==> src/rtl/rocket_motion.sv <==
`default_nettype none
// ============================================================================
//  Module   : rocket_motion
//  Purpose  : Per-frame game engine for the rocket game. It moves the player
//             ship from the push-buttons and moves the bouncing planet. It
//             detects ship/planet collisions and tracks the remaining lives.
//             Its coordinates feed the VGA render stage, and that stage
//             returns the bounce direction flags.
//  Revision : 1.0  initial release
// ============================================================================
module rocket_motion #(
  parameter int FRAME_DIV   = 833333,
  parameter int SHIP_STEP   = 2,
  parameter int PLANET_STEP = 1,
  parameter int HIT_FRAMES  = 60,
  parameter int LIVES_INIT  = 3,
  parameter int X_MAX       = 624,
  parameter int Y_MAX       = 464,
  parameter int SHIP_X0     = 312,
  parameter int SHIP_Y0     = 400,
  parameter int PLANET_X0   = 0,
  parameter int PLANET_Y0   = 16
) (
  input  logic        clk,
  input  logic        rst,
  input  logic        btn_left,
  input  logic        btn_right,
  input  logic        btn_up,
  input  logic        btn_down,
  input  logic        h_reverse,
  input  logic        v_reverse,
  output logic [15:0] x_ship,
  output logic [15:0] y_ship,
  output logic [15:0] x_planet,
  output logic [15:0] y_planet,
  output logic        frame_tick,
  output logic        hit,
  output logic [1:0]  lives,
  output logic        game_over
);

  localparam int DIV_W = (FRAME_DIV > 1) ? $clog2(FRAME_DIV) : 1;
  localparam int HIT_W = (HIT_FRAMES > 1) ? $clog2(HIT_FRAMES) : 1;

  localparam logic [DIV_W-1:0] c_div_last   = DIV_W'(FRAME_DIV - 1);
  localparam logic [HIT_W-1:0] c_hit_load   = HIT_W'(HIT_FRAMES - 1);
  localparam logic [1:0]       c_lives_init = 2'(LIVES_INIT);
  localparam logic [15:0]      c_x_max      = 16'(X_MAX);
  localparam logic [15:0]      c_y_max      = 16'(Y_MAX);
  localparam logic [15:0]      c_ship_step  = 16'(SHIP_STEP);
  localparam logic [15:0]      c_plan_step  = 16'(PLANET_STEP);
  localparam logic [15:0]      c_ship_x0    = 16'(SHIP_X0);
  localparam logic [15:0]      c_ship_y0    = 16'(SHIP_Y0);
  localparam logic [15:0]      c_planet_x0  = 16'(PLANET_X0);
  localparam logic [15:0]      c_planet_y0  = 16'(PLANET_Y0);

  typedef enum logic [1:0] {
    ST_PLAY = 2'd0,
    ST_HIT  = 2'd1,
    ST_OVER = 2'd2
  } state_t;

  state_t           state_q, state_d;
  logic [DIV_W-1:0] div_q, div_d;
  logic [HIT_W-1:0] hit_cnt_q, hit_cnt_d;
  logic [1:0]       lives_q, lives_d;
  logic [15:0]      x_ship_q, x_ship_d, y_ship_q, y_ship_d;
  logic [15:0]      x_planet_q, x_planet_d, y_planet_q, y_planet_d;
  logic [3:0]       btn_s1_q, btn_s1_d, btn_s2_q, btn_s2_d, btn_prev_q, btn_prev_d;

  logic             tick;
  logic             coll;
  logic [3:0]       btn_rise;
  logic signed [16:0] dx, dy, adx, ady;

  // One step toward inc or dec, saturating at 0 and at lim; inc and dec together cancel.
  function automatic logic [15:0] step_sat(input logic [15:0] pos, input logic inc,
                                           input logic dec, input logic [15:0] step,
                                           input logic [15:0] lim);
    logic [16:0] sum;
    sum      = {1'b0, pos} + {1'b0, step};
    step_sat = pos;
    if (inc && !dec) begin
      step_sat = (sum > {1'b0, lim}) ? lim : sum[15:0];
    end else if (dec && !inc) begin
      step_sat = (pos < step) ? 16'd0 : (pos - step);
    end
  endfunction

  assign tick     = (div_q == c_div_last);
  assign btn_rise = btn_s2_q & ~btn_prev_q;

  // Signed distance between the sprites; a hit when both axes are within 8 px.
  always_comb begin
    dx   = $signed({1'b0, x_planet_q}) - $signed({1'b0, x_ship_q});
    dy   = $signed({1'b0, y_planet_q}) - $signed({1'b0, y_ship_q});
    adx  = (dx < 0) ? -dx : dx;
    ady  = (dy < 0) ? -dy : dy;
    coll = (adx <= 17'sd8) && (ady <= 17'sd8);
  end

  // Next-state logic: synchronizers, frame divider and the PLAY/HIT/OVER game FSM.
  always_comb begin
    btn_s1_d   = {btn_down, btn_up, btn_right, btn_left};
    btn_s2_d   = btn_s1_q;
    btn_prev_d = btn_s2_q;
    div_d      = tick ? '0 : (div_q + DIV_W'(1));
    state_d    = state_q;
    hit_cnt_d  = hit_cnt_q;
    lives_d    = lives_q;
    x_ship_d   = x_ship_q;
    y_ship_d   = y_ship_q;
    x_planet_d = x_planet_q;
    y_planet_d = y_planet_q;

    case (state_q)
      ST_PLAY: begin
        if (tick) begin
          if (coll) begin
            // Collision wins over movement; the ship and planet stay put.
            if (lives_q <= 2'd1) begin
              lives_d = 2'd0;
              state_d = ST_OVER;
            end else begin
              lives_d   = lives_q - 2'd1;
              hit_cnt_d = c_hit_load;
              state_d   = ST_HIT;
            end
          end else begin
            x_ship_d   = step_sat(x_ship_q, btn_s2_q[1], btn_s2_q[0], c_ship_step, c_x_max);
            y_ship_d   = step_sat(y_ship_q, btn_s2_q[3], btn_s2_q[2], c_ship_step, c_y_max);
            x_planet_d = step_sat(x_planet_q, !h_reverse, h_reverse, c_plan_step, c_x_max);
            y_planet_d = step_sat(y_planet_q, !v_reverse, v_reverse, c_plan_step, c_y_max);
          end
        end
      end
      ST_HIT: begin
        if (tick) begin
          if (hit_cnt_q == '0) begin
            x_ship_d   = c_ship_x0;
            y_ship_d   = c_ship_y0;
            x_planet_d = c_planet_x0;
            y_planet_d = c_planet_y0;
            state_d    = ST_PLAY;
          end else begin
            hit_cnt_d = hit_cnt_q - HIT_W'(1);
          end
        end
      end
      ST_OVER: begin
        // Restart on any fresh press, independent of the frame divider.
        if (btn_rise != 4'd0) begin
          lives_d    = c_lives_init;
          x_ship_d   = c_ship_x0;
          y_ship_d   = c_ship_y0;
          x_planet_d = c_planet_x0;
          y_planet_d = c_planet_y0;
          state_d    = ST_PLAY;
        end
      end
      default: state_d = ST_PLAY;
    endcase
  end

  // State register with asynchronous reset to the spawn configuration.
  always_ff @(posedge clk or posedge rst) begin
    if (rst) begin
      state_q    <= ST_PLAY;
      div_q      <= '0;
      hit_cnt_q  <= '0;
      lives_q    <= c_lives_init;
      x_ship_q   <= c_ship_x0;
      y_ship_q   <= c_ship_y0;
      x_planet_q <= c_planet_x0;
      y_planet_q <= c_planet_y0;
      btn_s1_q   <= '0;
      btn_s2_q   <= '0;
      btn_prev_q <= '0;
    end else begin
      state_q    <= state_d;
      div_q      <= div_d;
      hit_cnt_q  <= hit_cnt_d;
      lives_q    <= lives_d;
      x_ship_q   <= x_ship_d;
      y_ship_q   <= y_ship_d;
      x_planet_q <= x_planet_d;
      y_planet_q <= y_planet_d;
      btn_s1_q   <= btn_s1_d;
      btn_s2_q   <= btn_s2_d;
      btn_prev_q <= btn_prev_d;
    end
  end

  assign x_ship     = x_ship_q;
  assign y_ship     = y_ship_q;
  assign x_planet   = x_planet_q;
  assign y_planet   = y_planet_q;
  assign frame_tick = tick;
  assign hit        = (state_q == ST_HIT);
  assign game_over  = (state_q == ST_OVER);
  assign lives      = lives_q;

endmodule
`default_nettype wire
==> config.mk <==
export PLATFORM = sky130hd
export DESIGN_NAME = rocket_motion
export DESIGN_NICKNAME = d
export VERILOG_FILES = /design/src/rtl/rocket_motion.sv
export SDC_FILE = /design/constraint.sdc
export NUM_CORES = 1
export LEC_CHECK = 0
export CAP_MARGIN = 0
export CORE_MARGIN = 10
export CORE_UTILIZATION = 55
export CTS_CLUSTER_SIZE = 20
export DETAILED_ROUTE_END_ITERATION = 10
export GPL_ROUTABILITY_DRIVEN = 0
export GPL_TIMING_DRIVEN = 0
export PLACE_DENSITY = 0.88
export SYNTH_ARGS = -nofsm -noshare
export SYNTH_HDL_FRONTEND = slang
export SYNTH_SLANG_ARGS = --single-unit
==> constraint.sdc <==
create_clock -name clk -period 4.8 [get_ports clk]
set_input_delay 0.96 -clock clk [delete_from_list [all_inputs] [get_ports clk]]
set_output_delay 0.96 -clock clk [all_outputs]
set_load 0.01 [all_outputs]
==> results.md <==
- Share of layout cells above drive strength 1: 12.3%
- Flop pwr share: 44.4%
- Synth-to-layout area growth: 19.5%
- Grt met3 use: under 10%
- CP most frequent cell: buf_4
- Post-synthesis sequential area ratio: between 20% and 30%
- HP Class: flop to flop
- GR met1 Demand/Resource: 33.5%
- Sw frac: between 20% and 30%
- Cell area after synthesis: just over 10000 um2
- Grt ovf: 0
- IO Port Bufs: 74
- Drt drc: 0
- Synth unique cells: 93
- Crit path kind: flop to flop
- Area contributors post-synth: dfrtp_1 (23%), ha_1 (6.0%), nor2_1 (4.7%)
- Synth Area per Inst: 7.59 um2
- Final setup viols: 0
- Max cap viols: 0
- Post-detail-place hpwl: 23.1 mm
- Area occupied by registers: 2630 um2
- Synth area leader: dfrtp_1
- Num rows: 50
- Per-cell routed wire length: 18.9 um
- Final hold violation count: 0
- CTS Buf Count: 9
- Synth Register Bits: 104
- Initial antenna violation count: 0
- Nets: 1540
- Clk Latency, worst-skew pair: 370 ps
- DRT iter0 DRCs: around 1600
- Slowest CP cell: dfstp_2
- Non-Filler Instances: 1719
- Chip height: 157 um
- CP Max Fanout: 7
- Fin Clk Skew: around 19 ps
- Status: completed
- Detailed Routing Iterations Pass 1: 10
- RSZ-0062 raised after global routing: true
- EDFF count, synth: 0
- CP Cell Sequence: clkinvlp_4 -> ha_4 -> and3_4 -> a2111oi_4 -> buf_6 -> o211ai_1 -> a21o_1 -> or4_1 -> a222oi_1 -> o31ai_2 -> nor4_2 -> buf_4 -> a2111o_1 -> a31oi_4 -> buf_4 -> buf_2 -> nand2_1 -> o2bb2ai_1
- Largest net degree at the start of global routing: 54
- Die width: 157 um
- Slew Viols, Final: 0
- Placed insts: ~1700
- Maximum vdd ir drop: 162 uV
- Kind of end point of the critical path: flop
- Vias in the first global route: 10200
- Met2 GRT Util: between 30% and 40%
- Slew HR: 38.7%
- Total track usage: around a quarter
- Power density over the cells: ~160 nW/um2
- Worst EP required: 5090 ps
- Final period util: 98.7%
- CTS max path bufs: 2
- Startpoint types: flop
- Via Count: 11600
- Global-route wire length before repair: about 51 mm
- Top Usage Layer GRT: met2
- Clock transition at the registers of the reported paths: 70 ps
- CORE AREA: roughly 19000 um2
- CTS root buffer: clkbuf_16
- Hold_buf cts: 0
- Post-synth top area share: 22.7%
- Finished Core Util: 66.6%
- Most common cell in the netlist: nor2_1
- Static Leak: 4.92 nW
- Vias per cell: 6.77
- Die Area: 24700 um2
- Clock network fraction of design power: 39.6%
- Max stage delay on crit path: 610 ps
- Synthesized instance count: 1364
- Tmin final: about 4700 ps
- TritonCTS clock tree: done
- NetSw: around 0.0006 W
- Synth Flop Type: dfrtp_1
- Fill cells: 1449
- Arrival @ worst endpoint: 5030 ps
- H-tree Lvls: 3
- Initial Utilization: a little under three fifths
- Footprint of the multi-input gates: roughly 7400 um2
- Fmax: 0.211 GHz
- Ys async rst share: 100%
- Worst Max-Slew Pin Slew: slightly above 900 ps
- Comb pwr share: 16.0%
- Post-DRT Antenna Nets: 0
- Ports: 77
- Clock sinks: 104
- Overall routed net length: ~33 mm
- Post-synth top cells: nor2_1 (130), nand2_1 (121), dfrtp_1 (94), o21ai_0 (81), a21oi_1 (70)
- Internal: 0.00144 W
- Antenna Cells: 0
- YS warnings: 0
[through the flow]
stage | setup slack (ps) | area [um2] | hold slack (ps) | total power (W) | setup TNS (ps)
2_1_floorplan | 63.2 | 10400 | 331 | 0.00113 | 0
3_3_place_gp | -798 | 11400 | 332 | 0.00120 | -87360
3_5_place_dp | -816 | 11400 | 335 | 0.00121 | -40770
4_1_cts | 19.3 | 11900 | 352 | 0.00201 | 0
5_1_grt | -120 | 12400 | 355 | 0.00210 | -1480
6_report | 60.8 | 12400 | 351 | 0.00204 | 0
[layout by cell type, fill, tap and decap left out, types with 13 or more instances in the layout]
cell	instances
o21a_1	13
nor2_1	130
clkbuf_1	40
a211oi_1	21
xor2_1	22
mux2i_1	14
nor2b_1	18
a31oi_1	24
and3_1	18
o21ai_0	78
xnor2_1	29
o22ai_1	13
nor3_1	61
nand2_1	121
nor4_1	24
inv_1	59
o211ai_1	15
buf_4	43
a21o_1	26
or2_2	13
nand3_1	67
clkdlybuf4s50_1	74
and2_1	13
nand4_1	18
nand2b_1	15
ha_1	44
o31ai_1	27
a21oi_1	64
dfrtp_1	84
[critical path: cells and delay by family, from the launching register on]
family | cells | cell delay [ps]
AOI/OAI and AO/OA | 8 | 1790
buffers and inverters | 5 | 990
and+or+nand+nor | 4 | 990
DFF | 1 | 610
adders and majority gates | 1 | 280
[what timing repair did]
item,in CTS,in global routing
pin swaps,11,21
resized for setup,42,54
setup buffers,9,30
endpoints found under the setup margin,72,71
gates cloned,0,1
[power groups by stage]
stage | clock (W) | combinational (W) | sequential, W
floorplan | 0 | 0.000209 | 0.000919
global placement | 0 | 0.000278 | 0.000921
detailed placement | 0 | 0.000290 | 0.000921
CTS | 0.000812 | 0.000298 | 0.000904
global route | 0.000842 | 0.000356 | 0.000906
finish | 0.000806 | 0.000325 | 0.000904
[kinds of logic after synthesis]
group / after synthesis / synth area share [%]
simple gates: 575 / 28.6
compound gates: 418 / 27.9
buf+inv: 143 / 5.58
flops: 104 / 25.3
xor+xnor: 53 / 4.48
fa+ha+maj: 52 / 6.43
mux: 17 / 1.68
other cells: 2 / 0.0725
[layout make-up]
| type | count | area share (%) |
|---|---|---|
| clock inverter | 6 | 0.698 |
| tap | 234 | 2.37 |
| inverter | 67 | 2.10 |
| sequential | 104 | 21.2 |
| timing repair buffer | 115 | 8.64 |
| multi-input combinational | 1119 | 60.2 |
| buffer | 64 | 2.92 |
| clock buffer | 10 | 1.85 |
[final timing paths]
check | from | to | slack (ps) | cells past startpoint
max | x_ship[4] | x_ship[8] | 60 | 18
min | btn_s1_q[2] | btn_prev_d[2] | 350 | 0
max reg2reg | x_ship[4] | x_ship[8] | 60 | 18
min reg2reg | btn_s1_q[2] | btn_prev_d[2] | 350 | 0
max in group asynchronous | rst | y_ship[8] | 2980 | 3
min in group asynchronous | rst | div_q[5] | 1060 | 2
[sequential cells by signal (all words and copies together), names as in the netlist]
| register | cells |
|---|---|
| btn_s1_q | 4 |
| div_q | 20 |
| x_planet | 16 |
| lives | 2 |
| btn_prev_d | 4 |
| hit_cnt_q | 6 |
| btn_prev_q | 4 |
| x_ship | 15 |
| y_ship | 15 |
| state_q | 2 |
| y_planet | 16 |
[routing by layer]
| metal | vias to the layer above | routed length [um] |
|---|---|---|
| met1 | 5382 | 13400 |
| met3 | 118 | 3620 |
| met4 | 0 | 1090 |
| met5 | - | 0 |
| met2 | 775 | 14400 |
| li1 | 5358 | - |
(Power assumes the default switching activity.)
